===== src/rtl/pool_pkg.sv =====
// Shared types and defaults for the per-PE pooling datapath.
// POOL_AVG_EN adds average pooling and a pool_type field in the config.
package pool_pkg;

  localparam int DEF_DATA_W   = 16;
  localparam int DEF_MAX_ROW  = 256;
  localparam int DEF_MAX_POOL = 4;
  // Must match the pool sequencer's LAT_POOL
  localparam int LAT_POOL     = 2;

  typedef enum logic {
    POOL_MAX = 1'b0,
    POOL_AVG = 1'b1
  } pool_type_e;

  typedef struct packed {
    logic [15:0] row_length;
    logic [3:0]  pool_horiz;
    logic [3:0]  pool_vert;
`ifdef POOL_AVG_EN
    pool_type_e  pool_type;
`endif
  } pool_cfg_t;

  function automatic logic is_pow2(input logic [3:0] v);
    return (v != 4'd0) && ((v & (v - 4'd1)) == 4'd0);
  endfunction

  function automatic logic [1:0] pool_log2(input logic [3:0] v);
    logic [1:0] r;
    r = 2'd0;
    if (v[3])      r = 2'd3;
    else if (v[2]) r = 2'd2;
    else if (v[1]) r = 2'd1;
    return r;
  endfunction

endpackage


===== src/rtl/pool_row_mem.sv =====
// 1R1W partial-result row memory, registered read port.
// A same-cycle write to the read address is forwarded to the read data.
module pool_row_mem #(
  parameter int W     = 16,
  parameter int DEPTH = 256,
  parameter int AW    = $clog2(DEPTH)
) (
  input  logic          clk_i,
  input  logic          re_i,
  input  logic [AW-1:0] raddr_i,
  output logic [W-1:0]  rdata_o,
  input  logic          we_i,
  input  logic [AW-1:0] waddr_i,
  input  logic [W-1:0]  wdata_i
);

  logic [W-1:0] mem [DEPTH];
  logic [W-1:0] rdata_q;

  always_ff @(posedge clk_i) begin
    if (we_i) mem[waddr_i] <= wdata_i;
  end

  always_ff @(posedge clk_i) begin
    if (re_i) begin
      if (we_i && (waddr_i == raddr_i)) rdata_q <= wdata_i;
      else                              rdata_q <= mem[raddr_i];
    end
  end

  assign rdata_o = rdata_q;

endmodule


===== src/rtl/pool_window_unit.sv =====
// Per-PE streaming pool window reducer: max pooling by default,
// average pooling as well when POOL_AVG_EN is defined.
module pool_window_unit
  import pool_pkg::*;
#(
  parameter int DATA_W   = DEF_DATA_W,
  parameter int MAX_ROW  = DEF_MAX_ROW,
  parameter int MAX_POOL = DEF_MAX_POOL
) (
  input  logic                     clk,
  input  logic                     rst,
  input  logic                     line_buffer_reset,
  input  logic                     pool_enable,
  input  logic                     shift_in,
  input  logic signed [DATA_W-1:0] data_in,
  input  logic [15:0]              row_length,
  input  logic [3:0]               pool_horiz,
  input  logic [3:0]               pool_vert,
`ifdef POOL_AVG_EN
  input  logic                     pool_type,
`endif
  output logic signed [DATA_W-1:0] pool_out,
  output logic                     pool_out_valid,
  output logic                     cfg_err
);

`ifdef POOL_AVG_EN
  localparam int ACC_W = DATA_W + 4;
`else
  localparam int ACC_W = DATA_W;
`endif
  localparam int AW = $clog2(MAX_ROW);
  localparam logic [3:0]  MAXP = 4'(MAX_POOL);
  localparam logic [16:0] MAXR = 17'(MAX_ROW);

  pool_cfg_t   cfg_q, cfg_d;
  logic        err_q, err_d;
  logic [15:0] owid_q, owid_d;
`ifdef POOL_AVG_EN
  logic [2:0]  sh_q, sh_d;
`endif

  logic [15:0] col_q, col_d, wcol_q, wcol_d;
  logic [3:0]  hcnt_q, hcnt_d, vcnt_q, vcnt_d;
  logic signed [ACC_W-1:0] hacc_q, hacc_d;

  logic          s2_v_q, s2_v_d;
  logic          s2_first_q, s2_first_d;
  logic          s2_last_q, s2_last_d;
  logic [AW-1:0] s2_addr_q, s2_addr_d;
  logic signed [ACC_W-1:0] s2_h_q, s2_h_d;

  logic signed [DATA_W-1:0] out_q, out_d;
  logic                     valid_q, valid_d;

  logic avg, accept, col_last, h_last, v_last, in_win, win_done, we;
  logic signed [ACC_W-1:0] din_x, h_next, rdata, merged;
  logic signed [DATA_W-1:0] result;

  function automatic logic signed [ACC_W-1:0] merge(
    input logic                    is_avg,
    input logic signed [ACC_W-1:0] a,
    input logic signed [ACC_W-1:0] b
  );
    if (is_avg) return a + b;
    return (a > b) ? a : b;
  endfunction

`ifdef POOL_AVG_EN
  logic signed [ACC_W-1:0] avg_sh;
  assign avg = (cfg_q.pool_type == POOL_AVG);
  assign avg_sh = merged >>> sh_q;
  assign result = avg ? avg_sh[DATA_W-1:0] : merged[DATA_W-1:0];
`else
  assign avg = 1'b0;
  assign result = merged;
`endif

  assign accept = shift_in & pool_enable & ~line_buffer_reset & ~err_q;
  assign col_last = (col_q == cfg_q.row_length - 16'd1);
  assign h_last = (hcnt_q == cfg_q.pool_horiz - 4'd1);
  assign v_last = (vcnt_q == cfg_q.pool_vert - 4'd1);
  assign in_win = (wcol_q < owid_q);
  assign win_done = accept & h_last & in_win;
  assign din_x = ACC_W'(data_in);
  assign h_next = (hcnt_q == 4'd0) ? din_x : merge(avg, hacc_q, din_x);
  assign merged = s2_first_q ? s2_h_q : merge(avg, rdata, s2_h_q);
  assign we = s2_v_q & ~s2_last_q & ~line_buffer_reset;

  // Config tracks the live inputs while line_buffer_reset is high,
  // so the value present as it falls is the one held for the frame.
  always_comb begin
    cfg_d = cfg_q;
    err_d = err_q;
    owid_d = owid_q;
`ifdef POOL_AVG_EN
    sh_d = sh_q;
`endif
    if (line_buffer_reset) begin
      cfg_d.row_length = row_length;
      cfg_d.pool_horiz = pool_horiz;
      cfg_d.pool_vert = pool_vert;
      err_d = (pool_horiz == 4'd0) || (pool_vert == 4'd0) ||
              (pool_horiz > MAXP) || (pool_vert > MAXP) ||
              ({1'b0, row_length} > MAXR) ||
              (row_length < {12'd0, pool_horiz});
      owid_d = (pool_horiz == 4'd0) ? 16'd0
             : row_length / {12'd0, pool_horiz};
`ifdef POOL_AVG_EN
      cfg_d.pool_type = pool_type_e'(pool_type);
      sh_d = {1'b0, pool_log2(pool_horiz)} + {1'b0, pool_log2(pool_vert)};
      if (pool_type && !(is_pow2(pool_horiz) && is_pow2(pool_vert)))
        err_d = 1'b1;
`endif
    end
  end

  always_comb begin
    col_d = col_q;
    hcnt_d = hcnt_q;
    wcol_d = wcol_q;
    vcnt_d = vcnt_q;
    hacc_d = hacc_q;
    s2_v_d = 1'b0;
    s2_first_d = s2_first_q;
    s2_last_d = s2_last_q;
    s2_addr_d = s2_addr_q;
    s2_h_d = s2_h_q;
    out_d = out_q;
    valid_d = 1'b0;
    if (line_buffer_reset) begin
      col_d = '0;
      hcnt_d = '0;
      wcol_d = '0;
      vcnt_d = '0;
    end else begin
      if (accept) begin
        hacc_d = h_next;
        col_d = col_last ? 16'd0 : col_q + 16'd1;
        hcnt_d = (col_last || h_last) ? 4'd0 : hcnt_q + 4'd1;
        if (col_last)    wcol_d = 16'd0;
        else if (h_last) wcol_d = wcol_q + 16'd1;
        if (col_last) vcnt_d = v_last ? 4'd0 : vcnt_q + 4'd1;
        if (h_last && in_win) begin
          s2_v_d = 1'b1;
          s2_first_d = (vcnt_q == 4'd0);
          s2_last_d = v_last;
          s2_addr_d = wcol_q[AW-1:0];
          s2_h_d = h_next;
        end
      end
      // Final row of the window bypasses memory into the output
      if (s2_v_q && s2_last_q && !err_q) begin
        out_d = result;
        valid_d = 1'b1;
      end
    end
  end

  always_ff @(posedge clk or negedge rst) begin
    if (!rst) begin
      cfg_q <= '0;
      err_q <= 1'b0;
      owid_q <= '0;
`ifdef POOL_AVG_EN
      sh_q <= '0;
`endif
      col_q <= '0;
      hcnt_q <= '0;
      wcol_q <= '0;
      vcnt_q <= '0;
      hacc_q <= '0;
      s2_v_q <= 1'b0;
      s2_first_q <= 1'b0;
      s2_last_q <= 1'b0;
      s2_addr_q <= '0;
      s2_h_q <= '0;
      out_q <= '0;
      valid_q <= 1'b0;
    end else begin
      cfg_q <= cfg_d;
      err_q <= err_d;
      owid_q <= owid_d;
`ifdef POOL_AVG_EN
      sh_q <= sh_d;
`endif
      col_q <= col_d;
      hcnt_q <= hcnt_d;
      wcol_q <= wcol_d;
      vcnt_q <= vcnt_d;
      hacc_q <= hacc_d;
      s2_v_q <= s2_v_d;
      s2_first_q <= s2_first_d;
      s2_last_q <= s2_last_d;
      s2_addr_q <= s2_addr_d;
      s2_h_q <= s2_h_d;
      out_q <= out_d;
      valid_q <= valid_d;
    end
  end

  pool_row_mem #(
    .W    (ACC_W),
    .DEPTH(MAX_ROW),
    .AW   (AW)
  ) u_row_mem (
    .clk_i  (clk),
    .re_i   (win_done),
    .raddr_i(wcol_q[AW-1:0]),
    .rdata_o(rdata),
    .we_i   (we),
    .waddr_i(s2_addr_q),
    .wdata_i(merged)
  );

  assign pool_out = out_q;
  assign pool_out_valid = valid_q;
  assign cfg_err = err_q;

endmodule


===== config.mk =====
export PLATFORM = sky130hd
export DESIGN_NAME = pool_window_unit
export DESIGN_NICKNAME = d
export VERILOG_FILES = /design/src/rtl/pool_pkg.sv /design/src/rtl/pool_row_mem.sv /design/src/rtl/pool_window_unit.sv
export SDC_FILE = /design/constraint.sdc
export NUM_CORES = 2
export LEC_CHECK = 0
export BUFFER_PORTS_ARGS = -buffer_cell sky130_fd_sc_hd__clkbuf_2
export CELL_PAD_IN_SITES_DETAIL_PLACEMENT = 1
export CELL_PAD_IN_SITES_GLOBAL_PLACEMENT = 2
export CORE_ASPECT_RATIO = 2
export CORE_MARGIN = 1
export CORE_UTILIZATION = 30
export DETAILED_ROUTE_END_ITERATION = 7
export PLACE_DENSITY = 0.56
export SLEW_MARGIN = 20
export SYNTH_ARGS = -nofsm -noshare
export SYNTH_HDL_FRONTEND = slang
export SYNTH_SLANG_ARGS = --single-unit

===== constraint.sdc =====
create_clock -name clk -period 8.74 [get_ports clk]
set_input_delay 0 -clock clk [delete_from_list [all_inputs] [get_ports clk]]
set_output_delay 0 -clock clk [all_outputs]
set_load 0.03 [all_outputs]

# [After elaboration in Yosys (flattened, before gate mapping)]
# Memories as Yosys holds them, arrays and structs flattened. A register that Yosys moved wholly into a read port is not among the register bits.
# Cells that the tools add are included.
[op_classes] n_addsub=7 div=1 order_cmp=7 n_eq_ne=3 n_mux=26 n_bitwise=10 reduce_logical=22
[op_table] operator="two-way mux 16 bit" count=12
[op_table] operator="adder 16 x 1 -> 16 bit, second input constant" count=2
[op_table] operator="greater-than comparator 16 bit" count=2
[op_table] operator="two-way mux 4 bit" count=7
[op_table] operator="divider 16 x 4 -> 16 bit" count=1
[op_table] operator="equality test 16 bit" count=1
[op_table] operator="greater-than comparator 16 x 9 -> 1 bit, second input constant" count=1
[op_table] operator="logical NOT 4 bit" count=4
[op_table] operator="< comparator 16 bit" count=1
[op_table] operator="< comparator 16 x 4 -> 1 bit" count=1
[op_table] operator="subtractor 16 x 1 -> 16 bit, second input constant" count=1
[op_table] operator="adder 4 x 1 -> 4 bit, second input constant" count=2
[op_table] operator="equality test 4 bit" count=2
[op_table] operator="greater-than comparator 4 x 3 -> 1 bit, second input constant" count=2
[op_table] operator="AND reduction 2 bit" count=4
[op_table] operator="subtractor 4 x 1 -> 4 bit, second input constant" count=2
[op_table] operator="bitwise AND 1 bit" count=7
[op_table] operator="two-way mux 1 bit" count=7
[op_table] operator="logical OR 1 bit" count=6
[op_table] operator="nonzero test 2 bit" count=2
[op_table] operator="logical AND 1 bit" count=3
[op_table] operator="inverter 1 bit" count=3
[op_table] operator="AND reduction 3 bit" count=1
[op_table] operator="nonzero test 3 bit" count=1
[op_table] operator="logical NOT 1 bit" count=1
[totals] ff_bits=141 ram_bits=4096 inputBits=45 output_inout_bits=18 elab_cells=94 memories=1
[mem_list] name="u_row_mem.mem" words=256 word_bits=16 rd=1 rd_clocked_by_memory_dff=1 write_ports=1 line="pool_row_mem.sv:17" rtl="logic [W-1:0] mem [DEPTH];"

# [Depth between registers and ports, before layout]
[logic_depth] word_depth=6 depth_mapped=147

# [By module]
# Synthesis repeated with hierarchy kept, for this count alone.
[hier_totals] hier_cells=8964 area_unflattened_um2=170992.7
[modules_own_cells] module="pool_row_mem" instances=1 cells_each=7444 area_per_inst_um2=158228.0 seq_area_each_um2=123478.4
[modules_own_cells] module="pool_window_unit" instances=1 cells_each=1520 area_per_inst_um2=12764.7 seq_area_each_um2=3528.4

# [Worst setup path before layout]
# No wires, ideal clock.
[synth_timing] path_type="input port to flip-flop" start="input pool_horiz[0]" end="register owid_q[0]" arrival_time_ns=26.207 t_required_ns=8.597 slack_ns=-17.610 path_stages=135 path_buffers=8 cell_sequence="inv_1 -> ha_1 -> nor4b_2 -> a2bb2oi_2 -> ha_1 -> nor4b_1 -> o21ai_0 -> o21a_1 -> ha_1 -> or4b_1 -> a31oi_1 -> or2_4 -> inv_2 -> ha_1 -> a21oi_1 -> and2_1 -> clkbuf_1 -> clkbuf_1 -> [99 not listed] -> ha_1 -> o21a_1 -> o21a_1 -> o21ai_0 -> nand2b_1 -> a21oi_1 -> nand4_2 -> nor2_1 -> a21oi_1 -> ha_1 -> a21oi_1 -> nor2b_1 -> o21ai_0 -> nand2_1 -> a21oi_1 -> nand3_1 -> nor4b_1 -> a41oi_2"
[synth_between] elab_chain_len=2
[synth_lines] item="from (decl)" line="pool_window_unit.sv:17" rtl="input logic [3:0] pool_horiz,"
[synth_lines] item="divider 16 x 4 -> 16 bit or logical NOT 4 bit (tied branches)" line="pool_window_unit.sv:108, pool_window_unit.sv:107"
[synth_lines] item="two-way mux 16 bit *" line="pool_window_unit.sv:107" rtl="owid_d = (pool_horiz == 4'd0) ? 16'd0"
[synth_lines] item="to (signal assigned)" line="pool_window_unit.sv:183" rtl="owid_q <= owid_d;"
[synth_lines] item="to (decl)" line="pool_window_unit.sv:38" rtl="logic [15:0] owid_q, owid_d;"
# Every way passes the cells marked *; elsewhere a longest branch is shown, timed or not.
# A chain may end at the register's enable or synchronous reset.

# [Final worst setup path]
# Same ends and word-level chain as after synthesis.

==> summary.md <==
| Metric | Value |
|---|---|
| Status | finished, violations left |
| Failing checks | negative setup slack |
| Overall power | 86.2 mW |
| Maxcap violations | 0 |
| Mean Syn Cell Area | 22.0 µm² |
| CP max-delay cell | or4b_4 |
| Most Frequent Cell on Critical Path | o21a_1 |
| Fin cells | 16526 |
| Number of synthesized flops with an enable pin | 4112 |
| Power density over the cells | 432 nW/µm² |
| Num CTS Buffers | 373 |
| GRT overflow | 0 |
| Site Rows | 390 |
| Post-synth ARST share | 0.0332 |
| Antenna viol nets, final | 0 |
| Clk_skew | 0.0746 ns |
| Hold Path Depth | 4 |
| Die area | 568000 µm² |
| Setup Crit Path Kind | in2reg |
| Initial core utilization | 0.301 |
| Synth top area share | 0.728 |
| Final worst path period share | 2.63 |
| Vias in the first global route | 91188 |
| Filler cell count | 54822 |
| Synthesized net count | 7874 |
| Core box area | 563000 µm² |
| CP Capture Type | register |
| Wire length on met1 | 175000 µm |
| Dpl cells | 15536 |
| Yosys cell types | 102 |
| Met2 WL | 292000 µm |
| DR WL/cell | 30.6 µm |
| GRT Total Usage | 0.176 |
| Die Wd | 534 µm |
| Setup ws final | -14.28 ns |
| Critical path required time | 9.55 ns |
| Worst flop-to-flop path startpoint | s2_h_q[1]$_DFFE_PN0P_ |
| Die height | 1070 µm |
| Via Count | 82529 |
| Met3 wire length | 14700 µm |
| Top Ports | 63 |
| R2R depth | 15 |
| R2R Setup Slk | 3.27 ns |
| RSZ-0062 raised after global routing | true |
| LEAKAGE | 69.2 nW |
| Post-route DRC | 0 |
| Synth top area cells | edfxtp_1 (73%), mux4_2 (18%), dfrtp_1 (2.1%) |
| Rel. slew slack | 0.238 |
| CTS Sinks | 4253 |
| Synth Instances | 7711 |
| Register area share after synthesis | 0.749 |
| Worst Hold Class | in2reg |
| Iteration-0 DRC Markers | 5607 |
| Drt pass-1 iters | 7 |
| Most common cell after layout, fill and taps aside | edfxtp_1 |
| Worst-Margin Slew | 1.14 ns |
| Layout cells sized above 1 | 0.347 |
| Clk slew on worst S/H paths | 0.07 ns |
| Final WL | 505000 µm |
| Final GP Congestion | 0.816 |
| Input/output buffers | 62 |
| Synth-to-Final Area Change | 17.5% |
| Nets | 8846 |
| # setup viols final | 9 |
| Post-DP HPWL | 327000 µm |
| Synth area leader | edfxtp_1 |
| Hold wc startpoint | row_length[4] |
| Commonest non-fill, non-tap cells in the layout | edfxtp_1 (4112), mux4_2 (1360), buf_4 (784) |
| Crit path launch type | primary input |
| Hold endpoint | cfg_q[12]$_DFFE_PN0P_ |
| Antenna violations before repair | 33 |
| Critical Path Source | pool_horiz[0] |
| Largest net degree at the start of global routing | 178 |
| Register bit total from synthesis | 4253 |
| R2r endpoint | u_row_mem.mem[247][7]$_DFFE_PP_ |
| Mapped Area | 170000 µm² |
| Avg Vias per Cell | 4.99 |
| Worst Path Max Fanout | 7 |
| FMAX | 43.4 MHz |
| Max VDD drop | 1190 µV |
| CP peak stage delay | 0.51 ns |
| Shortest period the worst path allows | 23.02 ns |
| Crit path arrival time | 23.83 ns |
| Dominant synthesized flop cell | edfxtp_1 |
| H-Tree Depth | 5 |
| YS warnings | 0 |
| CTS tree | yes |
| Max Buffers Root-to-Sink | 4 |
| CTS Root Cell | clkbuf_16 |
| Global-route wire length before repair | 714000 µm |
| Max-slew violations | 0 |
| Clk Latency, worst-skew pair | 0.96 ns |
| Top routing layer used | met5 |
| Final TNS setup | -71.55 ns |
| Final Hold Fails | 0 |
-- per-stage QoR --
stage / utilization / hold WS (ns) / cell area (µm²) / setup slack, ns
after floorplan: - / -0.296 / 170000 / -15.49
after global placement: 0.327 / 0.0794 / 184000 / -16.02
after detailed placement: 0.327 / 0.0833 / 184000 / -16.78
after CTS: 0.352 / 0.0145 / 198000 / -14.29
after global routing: 0.354 / 0.0854 / 199000 / -15.37
final: 0.354 / 0.0826 / 199000 / -14.28
-- worst max-delay path, delay by kind of cell --
kind / cells / cell delay (ns)
AOI/OAI and AO/OA: 65 / 10.87
and+or+nand+nor: 43 / 7.98
muxes: 3 / 0.59
buffers and inverters: 7 / 0.53
adders and majority gates: 16 / 3.79
-- metal layers --
metal | vias to the layer above | global-route usage
met5 | - | 0
met4 | 4 | 0.0761
met3 | 687 | 0.0142
met2 | 1640 | 0.351
met1 | 45700 | 0.185
li1 | 34498 | -
-- state kept, by name, indices dropped and copies added (netlist names), 4 cells and up --
name	count
cfg_q	24
col_q	16
hacc_q	16
hcnt_q	4
owid_q	16
pool_out	16
s2_addr_q	8
s2_h_q	16
u_row_mem.mem	4096
u_row_mem.rdata_o	16
vcnt_q	4
wcol_q	16
-- where the power goes --
group,internal (mW),leakage (nW),total (mW),switching [mW]
registers,22.2,46.0,22.3,0.109
logic,23.3,17.4,47.0,23.7
clock network,9.09,5.84,16.8,7.71
total,54.6,69.2,86.2,31.6
-- synth_stat cells (22+ instances only) --
master and count:
edfxtp_1 4112, mux4_2 1360, nor2_1 416, clkbuf_1 297, dfrtp_1 141, a21oi_1 129, nand2_1 127, o21ai_0 123
ha_1 118, buf_1 107, inv_1 101, nand3_1 62, nor3_1 47, xor2_1 42, xnor2_1 41, mux2_2 40
nand4_1 30, mux2i_1 27, o21a_1 27, nand2b_1 26, and3_1 23, a21o_1 22
-- cells by family after synthesis --
| logic type | share of synthesized area |
|---|---|
| AOI/OAI and AO/OA | 0.0179 |
| xor gates and xnor gates | 0.00429 |
| adders and majority gates | 0.00877 |
| buffers and inverters | 0.0117 |
| DFF | 0.749 |
| muxes | 0.185 |
| and+or+nand+nor | 0.0235 |
-- layout make-up --
class / instances / area, µm² / area share
well taps: 7448 / 9320 / 0.0468
multi-input cells: 2941 / 41900 / 0.210
clock buffers: 442 / 9680 / 0.0486
diodes: 105 / 263 / 0.00132
repair buffers: 1011 / 8230 / 0.0413
clock inverters: 223 / 2350 / 0.0118
flip-flops and latches: 4253 / 127000 / 0.637
inverters: 103 / 526 / 0.00264
-- how the worst max path moves through the flow --
stage | slack, ns | to | cells past startpoint
4_1_cts | -14.29 | owid_q[0]$_DFFE_PN0P_ | 134
3_3_place_gp | -16.02 | owid_q[0]$_DFFE_PN0P_ | 133
3_5_place_dp | -16.78 | owid_q[0]$_DFFE_PN0P_ | 135
6_report | -14.28 | owid_q[0]$_DFFE_PN0P_ | 134
2_1_floorplan | -15.49 | owid_q[0]$_DFFE_PN0P_ | 144
5_1_grt | -15.37 | owid_q[0]$_DFFE_PN0P_ | 138
-- what timing repair did --
| item | CTS | global route |
|---|---|---|
| hold buffers | 94 | 0 |
| pin swaps | 68 | 72 |
| setup buffers | 85 | 40 |
| endpoints found under the hold margin | 178 | 0 |
| setup endpoints to repair | 9 | 9 |
| gates resized for setup | 96 | 63 |
(Power assumes the default switching activity.)
